File: config.mk
export PLATFORM = sky130hd
export DESIGN_NAME = tiny_fpga_cfg_loader
export DESIGN_NICKNAME = d
export VERILOG_FILES = /design/src/rtl/tiny_fpga_pkg.sv /design/src/rtl/tiny_fpga_crc8.sv /design/src/rtl/tiny_fpga_cfg_loader.sv
export SDC_FILE = /design/constraint.sdc
export NUM_CORES = 1
export LEC_CHECK = 0
export ABC_AREA = 1
export CAP_MARGIN = 10
export CORE_AREA = 4 4 68 70
export DETAILED_ROUTE_END_ITERATION = 8
export DIE_AREA = 0 0 72 74
export SYNTH_ARGS = -nofsm -noshare
export SYNTH_HDL_FRONTEND = slang
export SYNTH_SLANG_ARGS = --single-unit
File: constraint.sdc
create_clock -name clk -period 1.65 [get_ports clk]
set_clock_uncertainty 0.05 [all_clocks]
set_input_delay 0.33 -clock clk [delete_from_list [all_inputs] [get_ports clk]]
set_output_delay 0.33 -clock clk [all_outputs]
set_load 0.02 [all_outputs]
File: src/rtl/tiny_fpga_pkg.sv
// Shared types and constants for the tiny FPGA configuration loader.
// Holds the loader state encoding and the CRC-8 (poly 0x07, init 0x00) bit-step helper.
package tiny_fpga_pkg;

    typedef enum logic [1:0] {
        ST_IDLE  = 2'd0,
        ST_LOAD  = 2'd1,
        ST_DONE  = 2'd2,
        ST_ERROR = 2'd3
    } cfg_state_t;

    localparam logic [7:0] CRC8_POLY = 8'h07;
    localparam logic [7:0] CRC8_INIT = 8'h00;

    // One serial CRC-8 step: the incoming bit is XORed with the current MSB.
    function automatic logic [7:0] crc8_step(input logic [7:0] crc, input logic din);
        logic fb;
        fb = crc[7] ^ din;
        return {crc[6:0], 1'b0} ^ (fb ? CRC8_POLY : 8'h00);
    endfunction

endpackage

File: src/rtl/tiny_fpga_crc8.sv
// CRC-8 accumulator consuming DATA_W bits per enable, bit 0 of each beat first.
// Only instantiated by the loader when TINY_FPGA_CFG_CRC_EN is defined.
module tiny_fpga_crc8
    import tiny_fpga_pkg::*;
#(
    parameter int DATA_W = 1
) (
    input  logic              clk,
    input  logic              rst,
    input  logic              clr_i,
    input  logic              en_i,
    input  logic [DATA_W-1:0] data_i,
    output logic [7:0]        crc_o
);

    logic [7:0] crc_q;
    logic [7:0] crc_d;

    always_comb begin
        // NOTE: every always_comb output gets a default first so no latch is inferred.
        crc_d = crc_q;
        if (clr_i) begin
            crc_d = CRC8_INIT;
        end else if (en_i) begin
            for (int i = 0; i < DATA_W; i++) begin
                crc_d = crc8_step(crc_d, data_i[i]);
            end
        end
    end

    // NOTE: sequential state uses non-blocking assignments so all flops update together.
    always_ff @(posedge clk) begin
        if (rst) begin
            crc_q <= CRC8_INIT;
        end else begin
            crc_q <= crc_d;
        end
    end

    assign crc_o = crc_q;

endmodule

File: src/rtl/tiny_fpga_cfg_loader.sv
// Streams a configuration bitstream into a shift chain and checks frame length/tlast.
// Optional CRC-8 trailer check when TINY_FPGA_CFG_CRC_EN is defined (trailer assembled LSB first).
module tiny_fpga_cfg_loader
    import tiny_fpga_pkg::*;
#(
    parameter int BITSTREAM_DATA_WIDTH = 1,
    parameter int CHAIN_LEN            = 1024
) (
    input  logic                            clk,
    input  logic                            rst,
    input  logic                            cfg_start,
    input  logic                            s_tvalid,
    output logic                            s_tready,
    input  logic [BITSTREAM_DATA_WIDTH-1:0] s_tdata,
    input  logic                            s_tlast,
    output logic                            chain_shift_en,
    output logic [BITSTREAM_DATA_WIDTH-1:0] chain_data,
    output logic                            busy,
    output logic                            cfg_ready,
    output logic                            cfg_error
);

    localparam int W           = BITSTREAM_DATA_WIDTH;
    localparam int CHAIN_BEATS = CHAIN_LEN / W;
    localparam int CNT_W       = $clog2(CHAIN_BEATS + 8) + 1;
`ifdef TINY_FPGA_CFG_CRC_EN
    localparam int TRAILER_BEATS = 8 / W;
`else
    localparam int TRAILER_BEATS = 0;
`endif
    localparam int LAST_BEATS = CHAIN_BEATS + TRAILER_BEATS;

    localparam logic [CNT_W-1:0] LAST_IDX      = CNT_W'(LAST_BEATS - 1);
    localparam logic [CNT_W-1:0] CHAIN_BEATS_C = CNT_W'(CHAIN_BEATS);

    cfg_state_t       state_q, state_d;
    logic [CNT_W-1:0] cnt_q, cnt_d;
    logic             shift_q, shift_d;
    logic [W-1:0]     data_q, data_d;

    logic start_load;
    logic accept;
    logic is_chain_beat;
    logic is_last_beat;
    logic frame_ok;

    assign start_load    = cfg_start && (state_q != ST_LOAD);
    assign accept        = s_tvalid && (state_q == ST_LOAD);
    assign is_chain_beat = (cnt_q < CHAIN_BEATS_C);
    assign is_last_beat  = (cnt_q == LAST_IDX);

`ifdef TINY_FPGA_CFG_CRC_EN
    logic [7:0] crc_calc;
    logic [7:0] rx_crc_q, rx_crc_d;

    tiny_fpga_crc8 #(
        .DATA_W (W)
    ) u_crc8 (
        .clk    (clk),
        .rst    (rst),
        .clr_i  (start_load),
        .en_i   (accept && is_chain_beat),
        .data_i (s_tdata),
        .crc_o  (crc_calc)
    );

    // Trailer beats shift in from the top, so the first trailer beat ends up in the low bits.
    always_comb begin
        rx_crc_d = rx_crc_q;
        if (start_load) begin
            rx_crc_d = 8'h00;
        end else if (accept && !is_chain_beat) begin
            rx_crc_d = rx_crc_q >> W;
            rx_crc_d[8-W +: W] = s_tdata;
        end
    end

    always_ff @(posedge clk) begin
        if (rst) begin
            rx_crc_q <= 8'h00;
        end else begin
            rx_crc_q <= rx_crc_d;
        end
    end

    assign frame_ok = (rx_crc_d == crc_calc);
`else
    assign frame_ok = 1'b1;
`endif

    always_ff @(posedge clk) begin
        if (rst) begin
            state_q <= ST_IDLE;
        end else begin
            state_q <= state_d;
        end
    end

    always_comb begin
        state_d = state_q;
        case (state_q)
            ST_IDLE, ST_DONE, ST_ERROR: begin
                if (cfg_start) state_d = ST_LOAD;
            end
            ST_LOAD: begin
                if (accept) begin
                    if (is_last_beat) begin
                        state_d = (s_tlast && frame_ok) ? ST_DONE : ST_ERROR;
                    end else if (s_tlast) begin
                        state_d = ST_ERROR;
                    end
                end
            end
            default: state_d = ST_IDLE;
        endcase
    end

    always_comb begin
        s_tready  = (state_q == ST_LOAD);
        busy      = (state_q == ST_LOAD);
        cfg_ready = (state_q == ST_DONE);
        cfg_error = (state_q == ST_ERROR);
    end

    // Beat counter saturates rather than wraps; shift strobe covers chain beats only.
    always_comb begin
        cnt_d   = cnt_q;
        shift_d = accept && is_chain_beat;
        data_d  = data_q;
        if (start_load) begin
            cnt_d = '0;
        end else if (accept && (cnt_q != '1)) begin
            cnt_d = cnt_q + 1'b1;
        end
        if (accept && is_chain_beat) begin
            data_d = s_tdata;
        end
    end

    always_ff @(posedge clk) begin
        if (rst) begin
            cnt_q   <= '0;
            shift_q <= 1'b0;
            data_q  <= '0;
        end else begin
            cnt_q   <= cnt_d;
            shift_q <= shift_d;
            data_q  <= data_d;
        end
    end

    assign chain_shift_en = shift_q;
    assign chain_data     = data_q;

endmodule

Word level (Yosys, flattened, before mapping)
Index checks and enable logic that the tools add are counted.

Bits in registers: 16. Input bits: 6. Output and inout port bits: 6.

Add/subtract/negate cells: 1. $lt $le $gt $ge: 1. Equal/unequal tests: 9. Multiplexer cells: 6. Reductions and logical operators: 8.

Operators with widths (count): adder 12 x 1 -> 12 bit, second input constant (1); equality test 12 x 10 -> 1 bit, second input constant (1); less-than comparator 12 x 11 -> 1 bit, second input constant (1); inequality test 12 bit, second input constant (1); 2-to-1 mux 2 bit (4); equality test 2 bit, second input constant (2); logical AND 1 bit (4); inequality test 2 x 1 -> 1 bit, second input constant (2); case mux 2 bit (2 select lines) (1); inequality test 3 x 2 -> 1 bit, second input constant (1); AND reduction 3 bit (1); OR reduction 3 bit (1); equality test 2 x 1 -> 1 bit, second input constant (1); zero test 2 bit (1); inequality test 2 bit, second input constant (1); OR reduction 2 bit (1); 2-to-1 mux 1 bit (1).

Depth between registers and ports, before layout
Gate-level depths: netlist of run 1.

Word-level depth: 4. Depth in mapped cells: 9.

Worst setup path before layout of run 1
No wires, ideal clock.

Kind: reg2reg. Start: reg cnt_q[0]. End: reg cnt_q[1]. Library setup time: 113 ps. Arrival time: 1246 ps. Required time: 1487 ps. Slack: 241 ps. Stages on the path, launching flop included: 10. Buffers on the path: 1. Period minus slack after synthesis: 1409 ps. Cell sequence: dfxtp_1 ha_1 nand3_2 inv_1 nand2_2 nand2_1 nand2_2 buf_6 o21ai_1 nor2_1.

Cells in the longest elaborated chain, start to end: 2. Elaborated cells on any way between the ends: 3.

Ends and longest elaborated chain: start: declaration (line tiny_fpga_cfg_loader.sv:37) `logic [CNT_W-1:0] cnt_q, cnt_d;`; start signal: assignment (line tiny_fpga_cfg_loader.sv:146) `cnt_q <= cnt_d;`; branches (longest 2 deep; another with adder 12 x 1 -> 12 bit).

Parallel ways; which one is timed is not known. A chain may end at the register's enable or synchronous reset.

Worst setup path in the final report of run 1
Start: reg data_q (netlist: chain_data). End: out chain_data.

RTL lines: start: declaration (line tiny_fpga_cfg_loader.sv:39) `logic [W-1:0] data_q, data_d;`; start signal: assignment (line tiny_fpga_cfg_loader.sv:148) `data_q <= data_d;`; end: declaration (line tiny_fpga_cfg_loader.sv:17) `output logic [BITSTREAM_DATA_WIDTH-1:0] chain_data,`.

No word-level cell between the ends.

==> results.cfg, run 1 <==
[status]
status = finished clean

[clock_tree]
clk_pin_slew_worst_paths_ns = 0.06
htreeDepth = 1
cts_root_buf = clkbuf_8
clk_latency_ns = 0.25
postCtsSetupRepairBufs = 0
numCtsBuffers = 3
tritoncts = done
cts_hold_buf = 0
cts_buffer_depth = 2
cts.sinks = 16

[yosys]
synth_most_common_cell = nand2_1
synthTopCellsByCount = nand2_1 (44), dfxtp_1 (16), nor2_1 (15)
postSynth.asyncResetShare = 0
synth_warnings = 0
seq_area_frac_synth = 0.361
synth_top_area_share = 0.361
synth-edff-count = 0
yosys-top-cells-area = dfxtp_1 (36%), nand2_1 (19%), a21oi_1 (7.3%), nor2_1 (6.3%), inv_1 (5.5%)
syn-instance-count = 135
ys.flop_type = dfxtp_1
yosysTopAreaCell = dfxtp_1
syn-num-nets = 142
netlist_area_um2 = 887
synth_cell_type_count = 24
synth-seq-cells = 16
syn_avg_cell_area_um2 = 6.57

[routing]
vias = 852
antenna_left = 0
wl_per_cell_um = 9.23
first_pass_iters = 4
drc = 0
dr.first_iter.drc_count = 54
wl_mm = 1.89
via_per_inst = 4.16

[placed_design]
pre_cts_ws_ns = -0.0130
io_buffers = 11
gp_congestion = 0.803
dp.cells = 201
hpwlAfterDp_mm = 1.49
dpl_cell_area_mm2 = 0.00109

[setup_path]
slowest_delay_ns = 0.60
endpoint_kind = primary output
critPathBufInv = 1
cp-start-kind = flip-flop
required_ns = 1.27
cpMaxStageDelayCell = clkdlybuf4s50_1
crit_family = buffers and inverters
path_max_fanout = 2
path_cells = clkdlybuf4s50_1
critical_path_class = flip-flop to primary output
crit_arrival_ns = 1.17

[timing]
setup_slack_ns = 0.0986
setup-violations-final = 0
period_share = 0.940
layout_min_cycle_time_ns = 1.55
setup_tns_ns = 0
rsz0062_at_grt = no
drv_slew = 0
worst_slew_pin_slew_ns = 0.259
hold_viol = 0
max_slew_margin = 0.827
finalHoldWorstSlack_ns = 0.396
fmax_mhz = 645

[final_layout]
stdcell_count = 205
layout.nets = 163
drive_above_1_share = 0.148
area_growth_pct = 29.5
finalInstanceArea_mm2 = 0.00115
num_antenna_cells = 0

[worst_hold_path]
hp-class = flip-flop to flip-flop

[grt]
antenna_found_initial = 0
grtUsageTotal = 0.0819
grt_pass1_wl_mm = 3.46
overflow = 0
grt_max_degree = 11
grt_pass1_vias = 801

[floorplan]
die_w_um = 72
rows = 23
start_util = 0.223
coreArea_mm2 = 0.00397
io_pins = 12
dieHeight_um = 74
die_area_mm2 = 0.00533

[job]
maxCapViolCount = 0

[power]
p_leak_nw = 0.466
peakVddDrop_mv = 0.349
p_sw_frac = 0.256
pwr-share-seq = 0.447
powerDensity_mw_per_mm2 = 794
combPwrFrac = 0.177
p_int_uw = 679
power_switching_uw = 233
clkPwrFrac = 0.375
[power groups by stage]
stage	clock network [mW]	registers (mW)	logic, mW
2_1_floorplan	0	0.420	0.0932
3_3_place_gp	0	0.416	0.168
3_5_place_dp	0	0.416	0.167
4_1_cts	0.359	0.407	0.162
5_1_grt	0.381	0.409	0.180
6_report	0.342	0.408	0.162
[layout by cell type, fill, tap and decap left out]
cell	instances
clkbuf_8	4
nand3_1	5
nand3_2	1
nor2_4	1
a21oi_1	13
inv_4	1
xor2_1	3
nor3b_1	1
nor2_2	2
xnor2_1	2
nand2_1	44
nor2_1	15
inv_2	1
nand2_2	4
a21boi_0	1
o21ai_1	2
buf_4	7
o21ai_0	3
ha_2	1
nor4_1	1
inv_1	13
dfxtp_1	15
nand4_1	2
nor3_1	1
clkdlybuf4s50_1	7
dlygate4sd2_1	4
dfxtp_2	1
[final timing paths]
| check | start | endpoint | slack [ns] | cells after the start |
|---|---|---|---|---|
| setup / recovery | chain_data$_SDFFE_PP0P_ | chain_data | 0.1 | 1 |
| hold / removal | chain_data$_SDFFE_PP0P_ | chain_data$_SDFFE_PP0P_ | 0.40 | 2 |
| setup reg to reg | cnt_q[1]$_SDFFE_PP0P_ | cnt_q[1]$_SDFFE_PP0P_ | 0.16 | 9 |
| hold reg to reg | chain_data$_SDFFE_PP0P_ | chain_data$_SDFFE_PP0P_ | 0.40 | 2 |
[tightest hold or removal path, stage by stage (launching register included)]
cell     delay [ns]
dfxtp_1        0.31
inv_1          0.04
a21oi_1        0.05
[stage by stage]
stage / total power [mW] / utilization
6_report: 0.912 / 0.289
3_5_place_dp: 0.583 / 0.275
4_1_cts: 0.928 / 0.288
2_1_floorplan: 0.514 / -
5_1_grt: 0.970 / 0.289
3_3_place_gp: 0.584 / 0.275
[area by class of cell]
type	instances	area, µm²
Clock buffer	4	55.1
Timing Repair Buffer	18	158
Fill cell	442	2820
Sequential cell	16	322
Multi-Input combinational cell	102	493
Inverter	15	58.8
Tap cell	50	62.6
[flip-flops by register name, indices dropped and copies added, names as in the netlist]
signal and flops:
state_q 2, chain_data 1, cnt_q 12, chain_shift_en 1
[cell families (layout without fill, tap and decap cells)]
| logic type | Yosys count | after routing | synth area share |
|---|---|---|---|
| buffers and inverters | 17 | 37 | 0.0860 |
| XOR/XNOR | 5 | 5 | 0.0494 |
| AO/OA/AOI/OAI | 19 | 19 | 0.110 |
| AND/OR/NAND/NOR | 77 | 77 | 0.379 |
| adder cells (fa/ha/maj) | 1 | 1 | 0.0141 |
| flip-flops | 16 | 16 | 0.361 |
[timing repair]
action                     in CTS  in global routing
cloned                          0                  0
setup endpoints to repair       4                  7
gates resized for setup         4                  3
[layer usage]
metal,up-vias,wire (µm),track usage,part of all wire
met3,4,79,0.0284,0.042
met1,374,943,0.107,0.50
met5,-,0,0,0
met2,11,853,0.124,0.45
met4,0,15,0.0313,0.0079
li1,463,-,-,-
Power figures use the tool's default switching activity.
==> run 2: changes to the inputs <==
CORE_AREA = 4 4 47 49   (was 4 4 68 70)
DIE_AREA = 0 0 51 53   (was 0 0 72 74)
PLACE_DENSITY = 0.73   (was unset)
==> run 2 against run 1 <==
Effect of this change: fmax decreased by 1.3%; combinational power about the same; non-clock buffer count unchanged; clock power decreased by 24%; critical path depth unchanged; flip-flop and latch count unchanged; total power decreased by 9.3%; sequential share of layout area increased by 1.2 points; largest cell class unchanged; largest power group unchanged.
==> results.cfg, run 2 (synthesized netlist as in run 1, its figures left out) <==
[status]
status = finished clean

[routing]
drc = 0
antenna_left = 0
top_layer = met4
dr.first_iter.drc_count = 18
wl_per_cell_um = 10.6
via_per_inst = 4.82
first_pass_iters = 4
wl_met3_um = 61
wl_met1_um = 811
wl_mm = 1.92
vias = 878
wl_met2_mm = 1.02

[placed_design]
hpwlAfterDp_mm = 1.45
gp_congestion = 0.834
io_buffers = 11
pre_cts_ws_ns = 0.0196
dp.cells = 178

[clock_tree]
cts_root_buf = clkbuf_4
htreeDepth = 1
postCtsSetupRepairBufs = 0
numCtsBuffers = 3
clk_latency_ns = 0.29
cts_buffer_depth = 2
tritoncts = done
cts.sinks = 16
clk_pin_slew_worst_paths_ns = 0.09

[final_layout]
area_growth_pct = 23.8
final_cell_mix = nand2_1 (44), dfxtp_1 (16), nor2_1 (15), inv_1 (13), a21oi_1 (13)
num_antenna_cells = 0
stdcell_count = 182
biggestRegsByFlops = cnt_q: 12 flops, state_q: 2 flops
seqCellArea_um2 = 320
layout_commonest_cell = nand2_1
drive_above_1_share = 0.135
largest_reg_flops = 12
nFillCells = 186
largest_register = cnt_q
layout.nets = 163
multi_input_area_um2 = 490

[setup_path]
crit_family = buffers and inverters
critPathBufInv = 1
reg2reg_depth = 9
path_cells = clkdlybuf4s50_1
slowest_delay_ns = 0.59
worstSetupEndpoint = chain_shift_en
cp-start-kind = flip-flop
cpMaxStageDelayCell = clkdlybuf4s50_1
cp_num_cells = 1
crit_arrival_ns = 1.19
crit_path_start = chain_shift_en$_SDFF_PP0_
r2r_end = cnt_q[1]$_SDFFE_PP0P_
required_ns = 1.27
critical_path_class = flip-flop to primary output
path_max_fanout = 1
endpoint_kind = primary output
crit-reg2reg-launch = cnt_q[1]$_SDFFE_PP0P_
r2r_slack_ns = 0.14

[power]
power_switching_uw = 227
clkPwrFrac = 0.315
p_int_uw = 600
p_leak_nw = 0.476
p_sw_frac = 0.274
peakVddDrop_mv = 0.507
powerDensity_mw_per_mm2 = 753
combPwrFrac = 0.193
p_total_uw = 827
pwr-share-seq = 0.492

[floorplan]
die_w_um = 51
dieHeight_um = 53
start_util = 0.476
io_pins = 12
die_area_mm2 = 0.00270
coreArea_mm2 = 0.00186
rows = 16

[timing]
finalHoldWorstSlack_ns = 0.402
setup_slack_ns = 0.0788
layout_min_cycle_time_ns = 1.57
drv_slew = 0
max_slew_margin = 0.817
period_share = 0.952
rsz0062_at_grt = no
fmax_mhz = 636
hold_viol = 0
setup_tns_ns = 0
worst_slew_pin_slew_ns = 0.272
setup-violations-final = 0

[grt]
grtUsageTotal = 0.167
antenna_found_initial = 0
grt_pass1_wl_mm = 3.46
grt_pass1_vias = 849
grt_max_degree = 11
overflow = 0

[worst_hold_path]
hold_start = chain_data$_SDFFE_PP0P_
hp-class = flip-flop to flip-flop

[job]
maxCapViolCount = 0
==> run 2: cell types whose count changed in the layout (fill, tap and decap cells not counted) <==
cell,before,now
dlymetal6s2s_1,0,1
dfxtp_1,15,16
inv_4,1,0
ha_2,1,0
clkbuf_8,4,1
clkinv_2,0,1
dfxtp_2,1,0
clkdlybuf4s50_1,7,6
clkbuf_4,0,3
ha_1,0,1
==> run 2: area by class of cell <==
| cell class | count | area share |
|---|---|---|
| Clock buffer | 4 | 0.0330 |
| Inverter | 15 | 0.0524 |
| Multi-Input combinational cell | 102 | 0.446 |
| Sequential cell | 16 | 0.292 |
| Tap cell | 27 | 0.0308 |
| Timing Repair Buffer | 18 | 0.146 |
==> run 2: per-stage QoR <==
step | area (µm²) | utilization
floorplan | 887 | -
global placement | 1060 | 0.572
detailed placement | 1060 | 0.572
CTS | 1100 | 0.589
global route | 1100 | 0.590
finish | 1100 | 0.590
==> run 2: power by group through the flow <==
stage / Combinational (mW) / Sequential [mW] / Clock, mW
after global placement: 0.165 / 0.415 / 0
final: 0.159 / 0.407 / 0.261
after detailed placement: 0.167 / 0.416 / 0
after global routing: 0.176 / 0.409 / 0.282
after floorplan: 0.0932 / 0.420 / 0
after CTS: 0.161 / 0.407 / 0.268
==> run 2: how the worst min path moves through the flow <==
| stage | slack [ns] | cells after the start | end |
|---|---|---|---|
| global placement | 0.38 | 2 | chain_data$_SDFFE_PP0P_ |
| CTS | 0.40 | 2 | chain_data$_SDFFE_PP0P_ |
| detailed placement | 0.39 | 2 | chain_data$_SDFFE_PP0P_ |
| finish | 0.40 | 2 | chain_data$_SDFFE_PP0P_ |
| global route | 0.46 | 2 | state_q[1]$_SDFFE_PP0P_ |
| floorplan | 0.35 | 1 | state_q[1]$_SDFFE_PP0P_ |
==> run 2: repair_timing <==
action	4_1_cts	5_1_grt
gates cloned	0	0
endpoints found under the setup margin	4	1
gates resized for setup	4	1
hold buffers	0	0
==> run 2: worst register-to-register path, cell delays in order (launching register included) <==
cell     delay (ns)
dfxtp_1        0.36
ha_1           0.21
nand3_2        0.13
inv_1          0.10
nand2_2        0.08
nand2_1        0.08
nand2_2        0.07
buf_4          0.16
o21ai_1        0.13
nor2_1         0.05
==> run 2: metal layers <==
layer	vias up	GRT usage
met1	394	0.172
met4	0	0.0852
met5	-	0
met2	14	0.328
li1	466	-
met3	4	0.0197
==> run 3: changes to the inputs <==
CORE_AREA = 4 4 46 48   (was 4 4 47 49)
CTS_BUF_LIST = sky130_fd_sc_hd__clkbuf_4   (was unset)
DIE_AREA = 0 0 50 52   (was 0 0 51 53)
MAX_ROUTING_LAYER = met4   (was unset)
PLACE_DENSITY = 0.76   (was 0.73)
==> run 3 against run 2 <==
Effect of this change: die area shrank 3.8%; routed wire length is 2.9% higher; sequential share of layout area grew 0.52 points; final area shrank 1.4%; sequential power barely moved; first-iteration DRC count is 33% higher; total power decreased by 6.0%; fmax fell by 2.5%; count of clock-buffer cells in the layout decreased by 1; largest cell class unchanged.
==> results.cfg, run 3 (synthesized netlist as in run 1, its figures left out) <==
[placed_design]
gp_congestion = 0.810
hpwlAfterDp_mm = 1.52
dp.cells = 176
io_buffers = 11

[final_layout]
largest_reg_flops = 12
layout_commonest_cell = nand2_1
final_cell_mix = nand2_1 (44), nor2_1 (15), dfxtp_1 (15), a21oi_1 (13), inv_1 (12)
drive_above_1_share = 0.149
nFillCells = 165
largest_register = cnt_q
area_growth_pct = 22.1
biggestRegsByFlops = cnt_q: 12 flops, state_q: 2 flops
num_antenna_cells = 0
finish.utilization = 0.634
layout.nets = 163
stdcell_count = 179

[floorplan]
coreArea_mm2 = 0.00171
dieHeight_um = 52
die_area_mm2 = 0.00260
io_pins = 12
rows = 15
start_util = 0.519
die_w_um = 50

[worst_hold_path]
hold_depth = 2
hp-class = flip-flop to flip-flop

[power]
peakVddDrop_mv = 0.494
powerDensity_mw_per_mm2 = 717
pwr-share-seq = 0.524
p_leak_nw = 0.448
combPwrFrac = 0.207
clkPwrFrac = 0.269
p_sw_frac = 0.293
power_switching_uw = 228
p_int_uw = 549
p_total_uw = 777

[grt]
grt_max_degree = 11
grt_pass1_wl_mm = 3.31
antenna_found_initial = 0
overflow = 0
grt_pass1_vias = 806
grtUsageTotal = 0.170

[setup_path]
required_ns = 1.27
reg2reg_depth = 9
cpMaxStageDelayCell = clkdlybuf4s50_1
path_cells = clkdlybuf4s50_1
slowest_delay_ns = 0.60
endpoint_kind = primary output
crit_arrival_ns = 1.23
critical_path_class = flip-flop to primary output
critPathBufInv = 1
cp-start-kind = flip-flop
cp_num_cells = 1
path_max_fanout = 1
crit_family = buffers and inverters

[timing]
drv_slew = 0
worst_slew_pin_slew_ns = 0.319
fmax_mhz = 621
setup-violations-final = 0
max_slew_margin = 0.788
setup_tns_ns = 0
period_share = 0.976
layout_min_cycle_time_ns = 1.61
rsz0062_at_grt = no
hold_viol = 0

[routing]
vias = 885
via_per_inst = 4.94
wl_per_cell_um = 11.1
antenna_left = 0
wl_mm = 1.98
dr.first_iter.drc_count = 24
first_pass_iters = 4
drc = 0

[clock_tree]
clk_latency_ns = 0.29
cts_buffer_depth = 2
htreeDepth = 1
cts_root_buf = clkbuf_4
numCtsBuffers = 3
cts_hold_buf = 0
tritoncts = done
cts.sinks = 16
clk_pin_slew_worst_paths_ns = 0.09

[job]
maxCapViolCount = 0

[status]
status = finished clean
## run 3: timing repair
action | in CTS | in global routing
resized for setup | 4 | 3
hold endpoints to repair | 0 | 0
buffers inserted | 0 | 0
setup endpoints to repair | 4 | 5
## run 3: routing by layer
| layer | vias up | global-route usage | wire length [µm] | part of all wire |
|---|---|---|---|---|
| li1 | 465 | - | - | - |
| met1 | 394 | 0.189 | 853 | 0.43 |
| met2 | 21 | 0.296 | 986 | 0.50 |
| met3 | 5 | 0.0344 | 104 | 0.053 |
| met4 | 0 | 0.0737 | 35 | 0.018 |
| met5 | - | - | 0 | 0 |
## run 3: final cells by class
type | count | area, µm² | area share
Sequential cell | 16 | 322 | 0.297
Inverter | 15 | 57.6 | 0.0531
Multi-Input combinational cell | 102 | 493 | 0.455
Timing Repair Buffer | 18 | 158 | 0.145
Clock buffer | 3 | 22.5 | 0.0208
Tap cell | 25 | 31.3 | 0.0289
## run 3: worst paths after layout
path | start | end | slack [ns]
max | chain_shift_en$_SDFF_PP0_ | chain_shift_en | 0.04
min | chain_data$_SDFFE_PP0P_ | chain_data$_SDFFE_PP0P_ | 0.40
max reg2reg | cnt_q[0]$_SDFFE_PP0P_ | cnt_q[1]$_SDFFE_PP0P_ | 0.14
min reg2reg | chain_data$_SDFFE_PP0P_ | chain_data$_SDFFE_PP0P_ | 0.40
## run 3: worst min-delay path, stage by stage, from the launching register on
cell     delay, ns
dfxtp_1       0.32
inv_1         0.05
a21oi_1       0.05
## run 3: metrics by stage
step	area (µm²)	hold slack [ns]	setup slack (ns)
2_1_floorplan	887	0.349	0.241
4_1_cts	1080	0.406	0.0378
6_report	1080	0.401	0.0392
3_3_place_gp	1060	0.385	0.00405
5_1_grt	1080	0.430	0.00188
3_5_place_dp	1060	0.394	-0.0202
## run 3: power by group through the flow
stage / Clock [mW] / Combinational [mW] / Sequential [mW]
6_report: 0.209 / 0.161 / 0.407
2_1_floorplan: 0 / 0.0932 / 0.420
3_5_place_dp: 0 / 0.165 / 0.416
3_3_place_gp: 0 / 0.161 / 0.415
5_1_grt: 0.226 / 0.176 / 0.409
4_1_cts: 0.210 / 0.160 / 0.407
